### src/rtl/ps2_pkg.sv
// Shared PS/2 transmitter types: FSM states, counter width and frame edge indices.
package ps2_pkg;

    typedef enum logic [2:0] {
        S_IDLE,
        S_INHIBIT,
        S_REQ,
        S_SHIFT,
        S_ACK,
        S_DONE
    } tx_state_e;

    localparam int unsigned CNT_W       = 19;
    localparam logic [3:0]  PARITY_EDGE = 4'd9;
    localparam logic [3:0]  STOP_EDGE   = 4'd10;
    localparam logic [3:0]  ACK_EDGE    = 4'd11;

    function automatic logic odd_parity(input logic [7:0] d);
        return ~^d;
    endfunction

endpackage

### src/rtl/ps2_host_tx_if.sv
// Command-byte request/response bundle between a controller and ps2_host_tx.
interface ps2_host_tx_if;
    logic       tx_start;
    logic [7:0] tx_data;
    logic       tx_busy;
    logic       tx_done;
    logic       tx_nack;
    logic       tx_timeout;

    modport master (output tx_start, tx_data, input tx_busy, tx_done, tx_nack, tx_timeout);
    modport slave  (input tx_start, tx_data, output tx_busy, tx_done, tx_nack, tx_timeout);
endinterface

### src/rtl/ps2_edge_detect.sv
// Registered PS/2 clock level and a one-cycle falling-edge pulse (1 -> 0 on the registered level).
module ps2_edge_detect (
    input  logic clk,
    input  logic reset,
    input  logic ps2_clk_i,
    output logic clk_lvl_o,
    output logic fall_o
);
    logic lvl_q, prev_q;

    // Idle line is high, so reset to 1 to avoid a spurious edge after reset.
    always_ff @(posedge clk) begin
        if (reset) begin
            lvl_q  <= 1'b1;
            prev_q <= 1'b1;
        end else begin
            lvl_q  <= ps2_clk_i;
            prev_q <= lvl_q;
        end
    end

    assign clk_lvl_o = lvl_q;
    assign fall_o    = prev_q & ~lvl_q;
endmodule

### src/rtl/ps2_host_tx.sv
// PS/2 host-to-device command transmitter: request-to-send, 10-bit shift, ACK check.
// Optional PS2_TX_RETRY_EN: a failed frame (NACK or timeout) is re-run once with the same byte.
module ps2_host_tx
    import ps2_pkg::*;
#(
    parameter int unsigned INHIBIT_CYCLES = 2750,
    parameter int unsigned START_TIMEOUT  = 375000,
    parameter int unsigned FRAME_TIMEOUT  = 50000
) (
    input  logic         clk,
    input  logic         reset,
    input  logic         ps2_clk_in,
    input  logic         ps2_data_in,
    output logic         ps2_clk_oe,
    output logic         ps2_data_oe,
    output logic         rx_inhibit,
    ps2_host_tx_if.slave tx
);
    localparam logic [CNT_W-1:0] INH_LIM   = CNT_W'(INHIBIT_CYCLES - 1);
    localparam logic [CNT_W-1:0] START_LIM = CNT_W'(START_TIMEOUT - 1);
    localparam logic [CNT_W-1:0] FRAME_LIM = CNT_W'(FRAME_TIMEOUT - 1);

    tx_state_e        state_q, state_d;
    logic [CNT_W-1:0] cnt_q, cnt_d;
    logic [3:0]       edge_q, edge_d;
    logic [9:0]       frame_q, frame_d;
    logic             nack_q, nack_d, tmo_q, tmo_d, retried_q, retried_d;
    logic             fail, clk_lvl, fall;

    ps2_edge_detect u_edge (
        .clk       (clk),
        .reset     (reset),
        .ps2_clk_i (ps2_clk_in),
        .clk_lvl_o (clk_lvl),
        .fall_o    (fall)
    );

    always_ff @(posedge clk) begin
        if (reset) begin
            state_q   <= S_IDLE;
            cnt_q     <= '0;
            edge_q    <= '0;
            frame_q   <= '0;
            nack_q    <= 1'b0;
            tmo_q     <= 1'b0;
            retried_q <= 1'b0;
        end else begin
            state_q   <= state_d;
            cnt_q     <= cnt_d;
            edge_q    <= edge_d;
            frame_q   <= frame_d;
            nack_q    <= nack_d;
            tmo_q     <= tmo_d;
            retried_q <= retried_d;
        end
    end

    always_comb begin
        state_d   = state_q;
        cnt_d     = cnt_q + 19'd1;
        edge_d    = edge_q;
        frame_d   = frame_q;
        nack_d    = nack_q;
        tmo_d     = tmo_q;
        retried_d = retried_q;
        fail      = 1'b0;
        unique case (state_q)
            S_IDLE: begin
                cnt_d = '0;
                if (tx.tx_start) begin
                    frame_d   = {1'b1, odd_parity(tx.tx_data), tx.tx_data};
                    nack_d    = 1'b0;
                    tmo_d     = 1'b0;
                    retried_d = 1'b0;
                    state_d   = S_INHIBIT;
                end
            end
            S_INHIBIT: if (cnt_q == INH_LIM) state_d = S_REQ;
            S_REQ: begin
                if (fall) begin
                    edge_d  = 4'd1;
                    state_d = S_SHIFT;
                end else if (cnt_q == START_LIM) begin
                    fail  = 1'b1;
                    tmo_d = 1'b1;
                end
            end
            S_SHIFT: begin
                if (fall) begin
                    edge_d = edge_q + 4'd1;
                    if (edge_d == STOP_EDGE) state_d = S_ACK;
                end else if (cnt_q == FRAME_LIM) begin
                    fail  = 1'b1;
                    tmo_d = 1'b1;
                end
            end
            S_ACK: begin
                if (cnt_q == FRAME_LIM) begin
                    fail  = 1'b1;
                    tmo_d = 1'b1;
                end else if (edge_q != ACK_EDGE) begin
                    if (fall) begin
                        edge_d = ACK_EDGE;
                        nack_d = ps2_data_in;
                    end
                end else if (clk_lvl && ps2_data_in) begin
                    if (nack_q) fail = 1'b1;
                    else        state_d = S_DONE;
                end
            end
            S_DONE: state_d = S_IDLE;
            default: state_d = S_IDLE;
        endcase

        if (fail) begin
            state_d = S_DONE;
            if (tmo_d) nack_d = 1'b0;
`ifdef PS2_TX_RETRY_EN
            if (!retried_q) begin
                state_d   = S_INHIBIT;
                retried_d = 1'b1;
                nack_d    = 1'b0;
                tmo_d     = 1'b0;
            end
`endif
        end

        // SHIFT and ACK share one frame-timeout window, so keep counting across that hop.
        if (state_d != state_q && !(state_q == S_SHIFT && state_d == S_ACK)) cnt_d = '0;
    end

    always_comb begin
        ps2_clk_oe    = 1'b0;
        ps2_data_oe   = 1'b0;
        tx.tx_busy    = (state_q != S_IDLE) && (state_q != S_DONE);
        tx.tx_done    = (state_q == S_DONE);
        tx.tx_nack    = nack_q;
        tx.tx_timeout = tmo_q;
        rx_inhibit    = tx.tx_busy;
        unique case (state_q)
            S_INHIBIT: ps2_clk_oe  = 1'b1;
            S_REQ:     ps2_data_oe = 1'b1;
            S_SHIFT:   ps2_data_oe = ~frame_q[edge_q - 4'd1];
            default: ;
        endcase
    end
endmodule

### src/flat_wrapper.sv
// flat-port wrapper written by rule: the top's interface ports become plain ports
module ps2_host_tx_flat import ps2_pkg::*;
#(
    parameter int unsigned INHIBIT_CYCLES = 2750,
    parameter int unsigned START_TIMEOUT  = 375000,
    parameter int unsigned FRAME_TIMEOUT  = 50000
)
  (clk, reset, ps2_clk_in, ps2_data_in, ps2_clk_oe, ps2_data_oe, rx_inhibit, tx_tx_start, tx_tx_data, tx_tx_busy, tx_tx_done, tx_tx_nack, tx_tx_timeout);
  ps2_host_tx_if tx_i ();
  input  logic clk;
  input  logic reset;
  input  logic ps2_clk_in;
  input  logic ps2_data_in;
  output logic ps2_clk_oe;
  output logic ps2_data_oe;
  output logic rx_inhibit;
  input wire logic [$bits(tx_i.tx_start)-1:0] tx_tx_start;
  input wire logic [$bits(tx_i.tx_data)-1:0] tx_tx_data;
  output wire logic [$bits(tx_i.tx_busy)-1:0] tx_tx_busy;
  output wire logic [$bits(tx_i.tx_done)-1:0] tx_tx_done;
  output wire logic [$bits(tx_i.tx_nack)-1:0] tx_tx_nack;
  output wire logic [$bits(tx_i.tx_timeout)-1:0] tx_tx_timeout;
  assign tx_i.tx_start = tx_tx_start;
  assign tx_i.tx_data = tx_tx_data;
  assign tx_tx_busy = tx_i.tx_busy;
  assign tx_tx_done = tx_i.tx_done;
  assign tx_tx_nack = tx_i.tx_nack;
  assign tx_tx_timeout = tx_i.tx_timeout;
  ps2_host_tx #(.INHIBIT_CYCLES(INHIBIT_CYCLES), .START_TIMEOUT(START_TIMEOUT), .FRAME_TIMEOUT(FRAME_TIMEOUT)) u_core (.clk(clk), .reset(reset), .ps2_clk_in(ps2_clk_in), .ps2_data_in(ps2_data_in), .ps2_clk_oe(ps2_clk_oe), .ps2_data_oe(ps2_data_oe), .rx_inhibit(rx_inhibit), .tx(tx_i));
endmodule
### config.mk
export PLATFORM = sky130hd
export DESIGN_NAME = ps2_host_tx_flat
export DESIGN_NICKNAME = d
export VERILOG_FILES = /design/src/rtl/ps2_pkg.sv /design/src/rtl/ps2_host_tx_if.sv /design/src/rtl/ps2_edge_detect.sv /design/src/rtl/ps2_host_tx.sv /design/src/flat_wrapper.sv
export SDC_FILE = /design/constraint.sdc
export NUM_CORES = 1
export LEC_CHECK = 0
export CORE_MARGIN = 8
export CORE_UTILIZATION = 57
export CTS_CLUSTER_DIAMETER = 60
export DETAILED_ROUTE_END_ITERATION = 6
export PLACE_DENSITY_LB_ADDON = 0.25
export SYNTH_ARGS = -nofsm -noshare
export SYNTH_HDL_FRONTEND = slang
export SYNTH_SLANG_ARGS = --single-unit
### constraint.sdc
create_clock -name clk -period 3.19 [get_ports clk]
set_input_delay 0.319 -clock clk [delete_from_list [all_inputs] [get_ports clk]]
set_output_delay 0.319 -clock clk [all_outputs]
set_load 0.005 [all_outputs]
-- Word level (Yosys, flattened, before mapping)
Index checks and enable logic that the tools add are counted.
- input port bits: 13
- register bits after elaboration: 40
- logic and storage cells: 88
- output and inout bits: 7
- mux-type cells: 43
- $lt $le $gt $ge: 1
- bitwise logic cells: 3
- equality and inequality tests: 18
- reduce and logical (&&, ||, !) cells: 12
- $add $sub $neg: 3
- operators by type and width (kind ; count):
    3-bit 2-to-1 mux ; 10
    1-bit 2-to-1 mux ; 21
    4-bit 2-to-1 mux ; 5
    19-bit by 1-bit adder with 19-bit output (second input constant) ; 1
    19-bit by 12-bit == test with 1-bit output (second input constant) ; 1
    19-bit by 16-bit == test with 1-bit output (second input constant) ; 1
    19-bit == test (second input constant) ; 1
    3-bit one-hot mux with 5 select lines ; 1
    4-bit one-hot mux with 3 select lines ; 1
    3-bit == test (second input constant) ; 3
    2-bit by 1-bit inequality test with 1-bit output (second input constant) ; 4
    8-bit XNOR reduction ; 1
    3-bit by 2-bit == test with 1-bit output (second input constant) ; 2
    6-bit AND reduction ; 1
    3-bit nonzero test ; 2
    4-bit by 5-bit less-than comparator with 1-bit output (second input constant) ; 1
    4-bit by 1-bit adder with 4-bit output (second input constant) ; 1
    1-bit binary-select mux with 4-bit select ; 1
    4-bit == test (second input constant) ; 1
    1-bit logical AND ; 4
    4-bit inequality test (second input constant) ; 1
    1-bit one-hot mux with 2 select lines ; 2
    1-bit one-hot mux with 4 select lines ; 1
    4-bit by 1-bit subtractor with 4-bit output (second input constant) ; 1
    11 further kinds ; 12

-- Depth between registers and ports, before layout
Gate-level depths: netlist (run 1).
- depth in word-level cells: 11
- mapped depth: 9
- gate-level depth less buffers: 8

-- Cells and area by module
Synthesis (run 1) repeated with hierarchy kept, for this count alone.
- cells, all modules: 262
- area, all modules: 2234.6 um2
- by module, submodules not included (module ; area an instance (um2) ; sequential area each (um2) ; instances ; cells an instance):
    ps2_host_tx ; 2173.3 ; 760.7 ; 1 ; 257
    ps2_edge_detect ; 61.3 ; 40.0 ; 1 ; 5

-- Worst setup path after synthesis (run 1)
No wires, ideal clock.
- path type: flip-flop to flip-flop
- start: register u_core.cnt_q[3]
- end: register u_core.cnt_q[10]
- arrival: 2282 ps
- clock period less this slack: 2348 ps
- slack: 842 ps
- required time: 3124 ps
- path buffers: 2
- library setup time: 66 ps
- stages on the path, launching flop included: 9
- cells stage by stage: dfxtp_1 -> nand4b_1 -> or4b_4 -> or3_1 -> buf_2 -> a311oi_4 -> nand4_4 -> buf_6 -> a21oi_2
- longest elaborated chain between the ends: 10
- elaborated cells between the ends (all ways): 20
- those cells by class: add/sub (1); eq/ne (5); mux (10); reduce/logical (4)
- ends and longest elaborated chain (what ; RTL line ; RTL):
    start: declaration ; ps2_host_tx.sv:24 ; logic [CNT_W-1:0] cnt_q, cnt_d;
    start signal: assignment ; ps2_host_tx.sv:49 ; cnt_q <= cnt_d;
    19-bit by 16-bit == test with 1-bit output or 19-bit == test (tied branches) ; ps2_host_tx.sv:92, ps2_host_tx.sv:98, ps2_host_tx.sv:83 ;
    1-bit 2-to-1 mux, on equally long branches ; ps2_host_tx.sv:92, ps2_host_tx.sv:83 ;
    1-bit 2-to-1 mux, on equally long branches ; ps2_host_tx.sv:89, ps2_host_tx.sv:80 ;
    1-bit one-hot mux with 3 select lines ; ps2_host_tx.sv:67 ; unique case (state_q)
    3-bit 2-to-1 mux ; ps2_host_tx.sv:115 ; if (fail) begin
    3-bit == test ; ps2_host_tx.sv:129 ; if (state_d != state_q && !(state_q == S_SHIFT && state_d == S_ACK)) cnt_d = '0;
    1-bit logical AND ; ps2_host_tx.sv:129 ;
    1-bit logical NOT ; ps2_host_tx.sv:129 ;
    1-bit logical AND ; ps2_host_tx.sv:129 ;
    3-bit OR reduction (no source line) ; n/a ;
Several ways; a longest one is shown, not always the timed one.
A chain may end at the register's enable or synchronous reset.

-- Final worst setup path (run 1)
- start: register u_core.edge_q[0]
- end: output ps2_data_oe
- longest elaborated chain between the ends: 5
- ends and longest elaborated chain (what ; RTL line ; RTL):
    start: declaration ; ps2_host_tx.sv:25 ; logic [3:0] edge_q, edge_d;
    start signal: assignment ; ps2_host_tx.sv:50 ; edge_q <= edge_d;
    4-bit by 1-bit subtractor with 4-bit output ; ps2_host_tx.sv:143 ; S_SHIFT: ps2_data_oe = ~frame_q[edge_q - 4'd1];
    1-bit binary-select mux with 4-bit select ; ps2_host_tx.sv:143 ;
    1-bit 2-to-1 mux (not written as such) ; ps2_host_tx.sv:143 ;
    1-bit NOT ; ps2_host_tx.sv:143 ;
    1-bit one-hot mux with 2 select lines ; ps2_host_tx.sv:140 ; unique case (state_q)
    end: declaration ; flat_wrapper.sv:15 ; output logic ps2_data_oe;
Every way passes these cells. The select of a mux whose other input is x is not followed.

==> metrics.csv, run 1 <==
stage,metric,value,unit
run_status,outcome,"finished, final reports clean",
power_and_ir_drop,Overall Power,0.00103,W
placed_design,RD Place Congestion,0.807,
worst_hold_path,HP Start,u_core.frame_q[0],
route,Routed Antenna Nets,0,
route,Vias,1883,
die,Chip Height,78.8,um
die,Ports,20,
clock_network,hold buffer count at CTS,0,
timing,final hold vios,0,
worst_setup_path,crit path from,u_core.edge_q[0],
global_route,GRT Util Overall,16.2,%
clock_network,CTS max path bufs,2,
power_and_ir_drop,VDD IR-drop max,0.000356,V
die,die width,78.8,um
placed_design,I/O Buffers,19,
synth,Gate Count Post-Synth,260,
clock_network,CTS H-tree lvls,2,
worst_hold_path,hold path cells,2,
placed_design,DP Worst Slack,551,ps
worst_hold_path,min-delay worst type,register to register,
synth,YS warnings,0,
clock_network,Clock transition at path regs,90,ps
route,wire length per cell,14.9,um
die,Placeable Area,3880,sq um
synth,mapped cell area,2240,sq um
synth,"top cells by area, synth","dfxtp_1 36%, xnor2_1 5.9%, a21oi_1 5.6%, nand2_1 5.5%, xor2_1 5.5%",
worst_setup_path,Worst setup SP type,register,
cells_and_area,flip-flop and latch area,801,sq um
worst_setup_path,r2r endpoint,u_core.cnt_q[18],
power_and_ir_drop,Leak,0.820,nW
route,Via density,5.76,
worst_setup_path,"Slowest-stage cell, CP",dfxtp_1,
worst_setup_path,register-to-register setup slack,540,ps
worst_setup_path,total stage count of the critical path,7,
timing,RSZ-0062 raised after global routing,no,
clock_network,CTS tree,built,
clock_network,postcts setup bufs,0,
timing,Worst slew margin,58.1,%
cells_and_area,area of the multi-input gates,1350,sq um
placed_design,DP HPWL,3510,um
worst_setup_path,critical path class,register to primary output,
clock_network,Sink Count,40,
global_route,vias in the first global route,1813,
worst_hold_path,Worst Hold Path EP,u_core.frame_q[0],
global_route,antenna violations before repair,0,
synth,Synth async-reset ratio,0,%
cells_and_area,NumNets Final,294,
worst_setup_path,WP data required,2870,ps
timing,final setup margin,242,ps
clock_network,Resize count post-CTS,0,
timing,Max Clock Freq,0.339,GHz
synth,post-synthesis sequential area ratio,35.7,%
worst_setup_path,CP bufs+invs,2,
die,Core Rows,23,
route,Iter 0 DRT Violations,181,
synth,register bit total from synthesis,40,
synth,post-synth cell types,49,
timing,minimum clock period,2950,ps
synth,number of synthesized flops with an enable pin,0,
worst_setup_path,largest delay contributor family on the critical path,buffers and inverters,
timing,Worst Skew,11.7,ps
clock_network,Root Driver,clkbuf_8,
global_route,gr ovfl total,0,
synth,syn nets,278,
worst_setup_path,CP Cell Sequence,inv_1 > ha_1 > mux4_2 > a21oi_1 > o21ai_0 > a21boi_0 > clkdlybuf4s50_1,
timing,setup violators final,0,
worst_setup_path,Worst EP arrival,2630,ps
synth,main flop type after synthesis,dfxtp_1,
global_route,first-pass GRT wire length,8270,um
cells_and_area,n_diodes,0,
flow_run,max-cap check violation count,0,
cells_and_area,"Core Util, Final",66.0,%
timing,Tcrit/Tclk final,92.4,%
route,final wirelength,4880,um
worst_setup_path,worst reg-to-reg path cell count,6,
die,DIE AREA,6200,sq um
route,1st-pass router iterations,4,
cells_and_area,layout cells sized above 1,10.8,%
synth,top cell type's share of synthesized area,35.7,%
synth,syn avg cell area,8.63,sq um
timing,Worst-Margin Slew,624,ps
global_route,largest net degree at the start of global routing,23,
synth,most area-hungry cell type in the Yosys netlist,dfxtp_1,
clock_network,total CTS buffers,5,
worst_setup_path,worst r2r src,u_core.cnt_q[3],
timing,Setup TNS,0,ps
route,DRC Markers,0,
clock_network,Worst-Skew Late Latency,300,ps
cells_and_area,area growth from synthesis to final layout,14.2,%
timing,"Slew Viols, Final",0,
die,Initial Util,57.8,%
worst_setup_path,Crit Path Max Fanout,10,
worst_setup_path,Worst setup EP type,primary output,
cells_and_area,filler instances,328,
power_and_ir_drop,P per Cell Area,403,nW/um^2
worst_setup_path,Max stage delay on crit path,590,ps
[how the worst max path moves through the flow]
stage	slack (ps)	end
after floorplan	840	u_core.cnt_q[10]
after global placement	630	ps2_data_oe
after detailed placement	550	ps2_data_oe
after CTS	220	ps2_data_oe
after global routing	70	ps2_data_oe
final	240	ps2_data_oe
[state kept, by name (all words and copies together) (netlist names)]
register                 count
u_core.tx.tx_timeout         1
u_core.cnt_q                19
u_core.tx.tx_nack            1
u_core.u_edge.clk_lvl_o      1
u_core.state_q               3
u_core.frame_q              10
u_core.edge_q                4
u_core.u_edge.prev_q         1
[placed cells by master, fill, tap and decap left out, types with 8 or more instances in the layout]
master / instances
dfxtp_1: 40
nand2_1: 33
a21oi_1: 25
clkdlybuf4s50_1: 19
xnor2_1: 15
xor2_1: 14
nor2_1: 13
nand3_1: 11
a21oi_2: 10
and3_1: 9
inv_1: 8
[power breakdown]
part | leakage [nW] | internal (W) | switching [W]
Sequential | 0.325 | 0.000511 | 0.0000105
Clock | 0.0541 | 0.000232 | 0.000186
Combinational | 0.442 | 0.0000476 | 0.0000460
[tightest hold or removal path, delay by kind of cell, from the launching register on]
kind / cells / cell delay [ps]
AND/OR/NAND/NOR: 1 / 50
AO/OA/AOI/OAI: 1 / 50
flip-flops: 1 / 320
[stage by stage]
step           hold WS [ps]  instances  instance area [sq um]
3_3_place_gp            441        319                   2450
5_1_grt                 488        327                   2560
6_report                463        327                   2560
2_1_floorplan           423        260                   2240
4_1_cts                 462        327                   2560
3_5_place_dp            450        319                   2450
[synth_stat cells, drive strengths merged (4+ instances only)]
cell type  count
a21oi         35
and3           9
buf            4
clkbuf         8
dfxtp         40
ha             5
inv            8
nand2         33
nand3         11
nand4          4
nor2          13
nor2b          5
nor3           6
o21ai          6
xnor2         15
xor2          14
[cells by family after synthesis]
group                      share of synthesized area (%)
AOI/OAI and AO/OA                                   17.0
xor gates and xnor gates                            11.3
DFF                                                 35.7
muxes                                               2.90
and+or+nand+nor                                     26.3
buffers and inverters                               4.07
adders and majority gates                           2.79
[final cells by class]
class,instances,area share [%]
Tap cell,50,2.44
Multi-Input combinational cell,200,52.8
Clock inverter,3,1.66
Timing Repair Buffer,21,8.01
Sequential cell,40,31.2
Clock buffer,5,2.69
Inverter,8,1.17
[per-layer routing]
layer  share of wire, %  vias up  routed length [um]  track usage [%]
met5                  0        -                   0                0
met4                1.7        0                  84             6.11
met3                4.2        9                 207             3.84
met2                 49       39                2410             26.5
met1                 45      895                2180             20.2
li1                   -      940                   -                -
(Power assumes the default switching activity.)
==> run 2, diff against run 1 <==
--- a/config.mk
+++ b/config.mk
@@ -5,6 +5,7 @@
 export SDC_FILE = /design/constraint.sdc
 export NUM_CORES = 1
 export LEC_CHECK = 0
+export CORE_ASPECT_RATIO = 1.75
 export CORE_MARGIN = 8
 export CORE_UTILIZATION = 57
 export CTS_CLUSTER_DIAMETER = 60
==> constraint.sdc (replaced) <==
create_clock -name clk -period 2.9 [get_ports clk]
set_input_delay 0.29 -clock clk [delete_from_list [all_inputs] [get_ports clk]]
set_output_delay 0.29 -clock clk [all_outputs]
set_load 0.005 [all_outputs]
==> run 2 against run 1 <==
Hold slack got worse by 6.8 ps. Via count increased by 0.37%. Register-to-register slack got worse by 280 ps. Setup slack got worse by 72 ps. Utilization increased by 0.97 points. Flip-flop and latch count unchanged. Clock-buffer cell count increased by 3.
==> metrics.csv, run 2 (synthesis results as in run 1) <==
stage,metric,value,unit
run_status,outcome,"finished, final reports clean",
route,Iter 0 DRT Violations,73,
die,Core Rows,30,
cells_and_area,area growth from synthesis to final layout,14.2,%
clock_network,hold buffer count at CTS,0,
timing,Worst Skew,8.77,ps
timing,Worst slew margin,58.2,%
power_and_ir_drop,Leak,0.829,nW
cells_and_area,n_diodes,0,
worst_setup_path,WP data required,2610,ps
worst_setup_path,r2r endpoint,u_core.cnt_q[1],
worst_hold_path,hold path cells,2,
cells_and_area,flip-flop and latch area,802,sq um
timing,RSZ-0062 raised after global routing,no,
global_route,first-pass GRT wire length,8660,um
route,DRC Markers,0,
cells_and_area,area of the multi-input gates,1350,sq um
timing,"Slew Viols, Final",0,
timing,final setup margin,170,ps
placed_design,RD Place Congestion,0.827,
worst_setup_path,worst r2r src,u_core.cnt_q[3],
worst_setup_path,crit path from,u_core.edge_q[1],
timing,Max Clock Freq,0.366,GHz
clock_network,postcts setup bufs,0,
cells_and_area,most frequent cells in the layout,"39 x dfxtp_1, 33 x nand2_1, 25 x a21oi_1, 19 x clkdlybuf4s50_1, 15 x xnor2_1",
power_and_ir_drop,VDD IR-drop max,0.000400,V
route,Routed Antenna Nets,0,
clock_network,Sink Count,40,
worst_hold_path,min-delay worst type,register to register,
clock_network,Worst-Skew Late Latency,290,ps
placed_design,DP Worst Slack,268,ps
cells_and_area,layout cells sized above 1,11.4,%
worst_setup_path,Crit Path Max Fanout,4,
placed_design,DP HPWL,3870,um
cells_and_area,NumNets Final,297,
global_route,largest net degree at the start of global routing,22,
global_route,GRT Max-Usage Layer,met2,
global_route,gr ovfl total,0,
route,Vias,1890,
die,Initial Util,58.6,%
timing,minimum clock period,2730,ps
die,die width,63.4,um
global_route,met2 Use GR,31.5,%
route,wire length per cell,15.6,um
die,Placeable Area,3830,sq um
die,Chip Height,99.0,um
placed_design,I/O Buffers,19,
global_route,antenna violations before repair,0,
route,Via density,5.76,
worst_setup_path,Worst setup EP type,primary output,
global_route,GR Util met3,2.73,%
cells_and_area,Finished Cell Area,2560,sq um
worst_setup_path,critical path class,register to primary output,
cells_and_area,filler instances,332,
flow_run,max-cap check violation count,0,
clock_network,CTS max path bufs,2,
global_route,GRT Util Overall,16.6,%
clock_network,CTS tree,built,
cells_and_area,"commonest non-fill, non-tap cell in the layout",dfxtp_1,
worst_setup_path,register-to-register setup slack,260,ps
timing,Setup TNS,0,ps
worst_setup_path,Worst EP arrival,2440,ps
timing,Worst-Margin Slew,622,ps
clock_network,total CTS buffers,5,
die,DIE AREA,6280,sq um
die,Ports,20,
worst_setup_path,worst reg-to-reg path cell count,6,
clock_network,CTS H-tree lvls,2,
cells_and_area,Top Registers,"u_core.cnt_q (19), u_core.frame_q (10), u_core.edge_q (4)",
worst_setup_path,Worst setup SP type,register,
timing,Tcrit/Tclk final,94.1,%
clock_network,Clock transition at path regs,80,ps
placed_design,placed cell areas,2470,sq um
worst_setup_path,Worst Setup EP,ps2_data_oe,
global_route,Global Route met1 Usage,16.6,%
route,1st-pass router iterations,4,
route,final wirelength,5100,um
timing,setup violators final,0,
cells_and_area,Biggest register,u_core.cnt_q,
cells_and_area,Largest register FFs,19,
global_route,vias in the first global route,1866,
clock_network,Root Driver,clkbuf_8,
power_and_ir_drop,P per Cell Area,414,nW/um^2
timing,final hold vios,0,
power_and_ir_drop,Overall Power,0.00106,W
clock_network,Resize count post-CTS,0,
## run 2: cell count changes in the layout (fill, tap and decap cells not counted), sizes merged
| cell | change |
|---|---|
| buf | +3 |
| clkbuf | +3 |
| bufinv | -1 |
| clkinv | -1 |
| clkinvlp | -1 |
## run 2: cell type report
type	instances	area share (%)
timing repair buffer	24	8.89
clock buffer	8	3.52
multi-input combinational	200	52.8
sequential	40	31.3
tap	48	2.34
inverter	8	1.17
## run 2: per-stage QoR
step,hold WS (ps),utilization [%],instances
6_report,456,66.9,328
3_5_place_dp,448,64.5,320
3_3_place_gp,441,64.5,320
4_1_cts,458,66.9,328
5_1_grt,467,66.9,328
2_1_floorplan,394,-,260
## run 2: worst max-delay path, cell delays in order (launching register included)
cell and delay, ps:
dfxtp_1 390, inv_1 100, ha_1 370, mux4_2 330, a21oi_1 130, o21ai_0 100
a21boi_0 200, clkdlybuf4s50_1 530
## run 2: worst min path at each step
| stage | end | slack, ps | start |
|---|---|---|---|
| 3_3_place_gp | u_core.frame_q[0] | 440 | u_core.frame_q[0] |
| 2_1_floorplan | u_core.u_edge.clk_lvl_o | 390 | ps2_clk_in |
| 3_5_place_dp | u_core.frame_q[2] | 450 | u_core.frame_q[2] |
| 6_report | u_core.frame_q[2] | 460 | u_core.frame_q[2] |
| 5_1_grt | u_core.frame_q[2] | 470 | u_core.frame_q[2] |
| 4_1_cts | u_core.frame_q[2] | 460 | u_core.frame_q[2] |
## run 2: routing by layer
metal	up-vias	wire (um)	share of wire (%)
met3	10	110	2.2
met2	31	2860	56
met5	-	0	0
met1	902	2020	40
li1	947	-	-
met4	0	112	2.2
## run 2: power breakdown
group | total (W) | switching, W | internal, W
clock | 0.000384 | 0.000190 | 0.000194
sequential | 0.000572 | 0.0000102 | 0.000562
combinational | 0.000105 | 0.0000516 | 0.0000533
==> run 3, diff against run 2 <==
--- a/config.mk
+++ b/config.mk
@@ -5,9 +5,12 @@
 export SDC_FILE = /design/constraint.sdc
 export NUM_CORES = 1
 export LEC_CHECK = 0
+export CELL_PAD_IN_SITES_DETAIL_PLACEMENT = 1
+export CELL_PAD_IN_SITES_GLOBAL_PLACEMENT = 2
 export CORE_ASPECT_RATIO = 1.75
 export CORE_MARGIN = 8
-export CORE_UTILIZATION = 57
+export CORE_UTILIZATION = 36
+export CTS_BUF_LIST = sky130_fd_sc_hd__clkbuf_8
 export CTS_CLUSTER_DIAMETER = 60
 export DETAILED_ROUTE_END_ITERATION = 6
 export PLACE_DENSITY_LB_ADDON = 0.25
==> run 3 against run 2 <==
Final cell count increased by 11%. Clock skew decreased by 1.1 ps. Critical path depth is the same. Register-to-register slack barely moved. Sequential power is essentially flat. Setup slack improved by 53 ps. Non-clock buffer count increased by 3. Largest power group unchanged. Highest routed layer unchanged.
==> metrics.csv, run 3 (synthesis results as in run 1) <==
stage,metric,value,unit
die,DIE AREA,9120,sq um
clock_network,Resize count post-CTS,0,
worst_setup_path,CP Cell Sequence,inv_1 > ha_2 > mux4_2 > a21oi_1 > o21ai_0 > a21boi_1 > clkdlybuf4s50_1,
power_and_ir_drop,Comb power frac,9.5,%
power_and_ir_drop,Leak,0.863,nW
power_and_ir_drop,sequential share of power,48.1,%
worst_setup_path,worst r2r src,u_core.cnt_q[2],
worst_setup_path,Worst setup SP type,register,
global_route,first-pass GRT wire length,10100,um
clock_network,CTS tree,built,
worst_setup_path,Worst setup EP type,primary output,
cells_and_area,"commonest non-fill, non-tap cell in the layout",dfxtp_1,
die,Initial Util,36.6,%
worst_setup_path,register-to-register setup slack,260,ps
clock_network,postcts setup bufs,0,
cells_and_area,most frequent cells in the layout,"40 x dfxtp_1, 33 x nand2_1, 25 x a21oi_1, 19 x clkdlybuf4s50_1, 15 x xnor2_1",
route,DRC Markers,0,
worst_setup_path,Worst EP arrival,2390,ps
die,Core Rows,38,
worst_setup_path,CP bufs+invs,2,
power_and_ir_drop,Sw Ratio,22.4,%
timing,"Slew Viols, Final",0,
power_and_ir_drop,P per Cell Area,446,nW/um^2
power_and_ir_drop,sw power,0.000266,W
cells_and_area,n_diodes,0,
cells_and_area,Finished Layout Cells,363,
power_and_ir_drop,Clk network pwr share,42.5,%
global_route,GRT Util Overall,14.4,%
route,1st-pass router iterations,4,
die,die width,75.7,um
timing,Tcrit/Tclk final,92.3,%
timing,minimum clock period,2680,ps
route,Via density,5.32,
cells_and_area,NumNets Final,300,
die,Placeable Area,6130,sq um
clock_network,Clock transition at path regs,80,ps
cells_and_area,Largest register FFs,19,
clock_network,total CTS buffers,5,
placed_design,RD Place Congestion,0.787,
timing,Worst-Margin Slew,473,ps
worst_setup_path,Crit Path Max Fanout,4,
cells_and_area,"Core Util, Final",43.4,%
route,Routed Antenna Nets,0,
clock_network,CTS H-tree lvls,2,
worst_setup_path,"Slowest-stage cell, CP",clkdlybuf4s50_1,
worst_setup_path,largest delay contributor family on the critical path,buffers and inverters,
timing,final hold vios,0,
worst_setup_path,worst reg-to-reg path cell count,6,
cells_and_area,Top Registers,"u_core.cnt_q (19), u_core.frame_q (10), u_core.edge_q (4)",
placed_design,DP HPWL,4720,um
cells_and_area,Biggest register,u_core.cnt_q,
timing,Worst slew margin,68.3,%
worst_hold_path,HP Start,u_core.frame_q[4],
power_and_ir_drop,VDD IR-drop max,0.000314,V
placed_design,I/O Buffers,19,
power_and_ir_drop,Overall Power,0.00119,W
worst_hold_path,Worst Hold Path EP,u_core.frame_q[4],
cells_and_area,layout cells sized above 1,13.1,%
global_route,antenna violations before repair,0,
die,Chip Height,120,um
clock_network,Root Driver,clkbuf_8,
timing,Setup TNS,0,ps
route,final wirelength,6020,um
die,Ports,20,
worst_hold_path,min-delay worst type,register to register,
route,Iter 0 DRT Violations,59,
clock_network,Sink Count,40,
timing,Max Clock Freq,0.373,GHz
clock_network,Worst-Skew Late Latency,290,ps
run_status,outcome,"finished, final reports clean",
global_route,vias in the first global route,2095,
power_and_ir_drop,Cell Int Power,0.000922,W
timing,WHS,458,ps
placed_design,Placed Cells,355,
clock_network,hold buffer count at CTS,0,
route,wire length per cell,16.6,um
worst_setup_path,WP data required,2610,ps
worst_setup_path,critical path class,register to primary output,
clock_network,CTS max path bufs,2,
global_route,gr ovfl total,0,
route,Vias,1930,
worst_setup_path,Max stage delay on crit path,520,ps
global_route,largest net degree at the start of global routing,22,
worst_setup_path,r2r endpoint,u_core.cnt_q[2],
flow_run,max-cap check violation count,0,
worst_hold_path,hold path cells,2,
timing,Worst Skew,7.63,ps
timing,setup violators final,0,
cells_and_area,area growth from synthesis to final layout,18.6,%
run 3: changes by cell type in the layout (fill, tap and decap cells not counted), sizes merged:
cell / change
buf: +3
bufinv: +1
clkbuf: -1
run 3: worst max-delay path by stage:
stage          slack (ps)          endpoint  depth (start not counted)        startpoint
3_3_place_gp          330  u_core.cnt_q[18]                          6   u_core.cnt_q[3]
5_1_grt                -3       ps2_data_oe                          7  u_core.edge_q[1]
6_report              220       ps2_data_oe                          7  u_core.edge_q[1]
2_1_floorplan         550  u_core.cnt_q[10]                          8   u_core.cnt_q[3]
3_5_place_dp          260   u_core.cnt_q[2]                          6   u_core.cnt_q[2]
4_1_cts               140       ps2_data_oe                          7  u_core.edge_q[1]
run 3: tightest hold or removal path: stages (launching register included):
cell and delay [ps]:
dfxtp_1 310, nand2_1 50, a21oi_1 50
run 3: power by group through the flow:
stage	clock network, W	logic [W]	registers [W]
after floorplan	0	0.0000680	0.000580
after detailed placement	0	0.000114	0.000584
final	0.000504	0.000112	0.000571
after global routing	0.000547	0.000123	0.000573
after CTS	0.000516	0.000115	0.000571
after global placement	0	0.000112	0.000584
run 3: layer usage:
layer,track usage (%),vias to the layer above,part of all wire (%)
li1,-,966,-
met1,13.3,935,36
met2,28.6,16,60
met3,2.24,13,1.3
met4,6.42,0,2.6
met5,0,-,0
run 3: final cells by class:
class	count	area, sq um
multi-input combinational	200	1360
fill	719	3470
sequential	40	801
tap	80	100
clock buffer	7	96.3
clock inverter	1	30.0
inverter	8	30.0
timing repair buffer	27	250
run 3: per-stage QoR:
stage          instance area (sq um)  setup WS [ps]
2_1_floorplan                   2240            552
3_3_place_gp                    2530            325
3_5_place_dp                    2530            259
4_1_cts                         2660            142
5_1_grt                         2660          -3.16
6_report                        2660            222
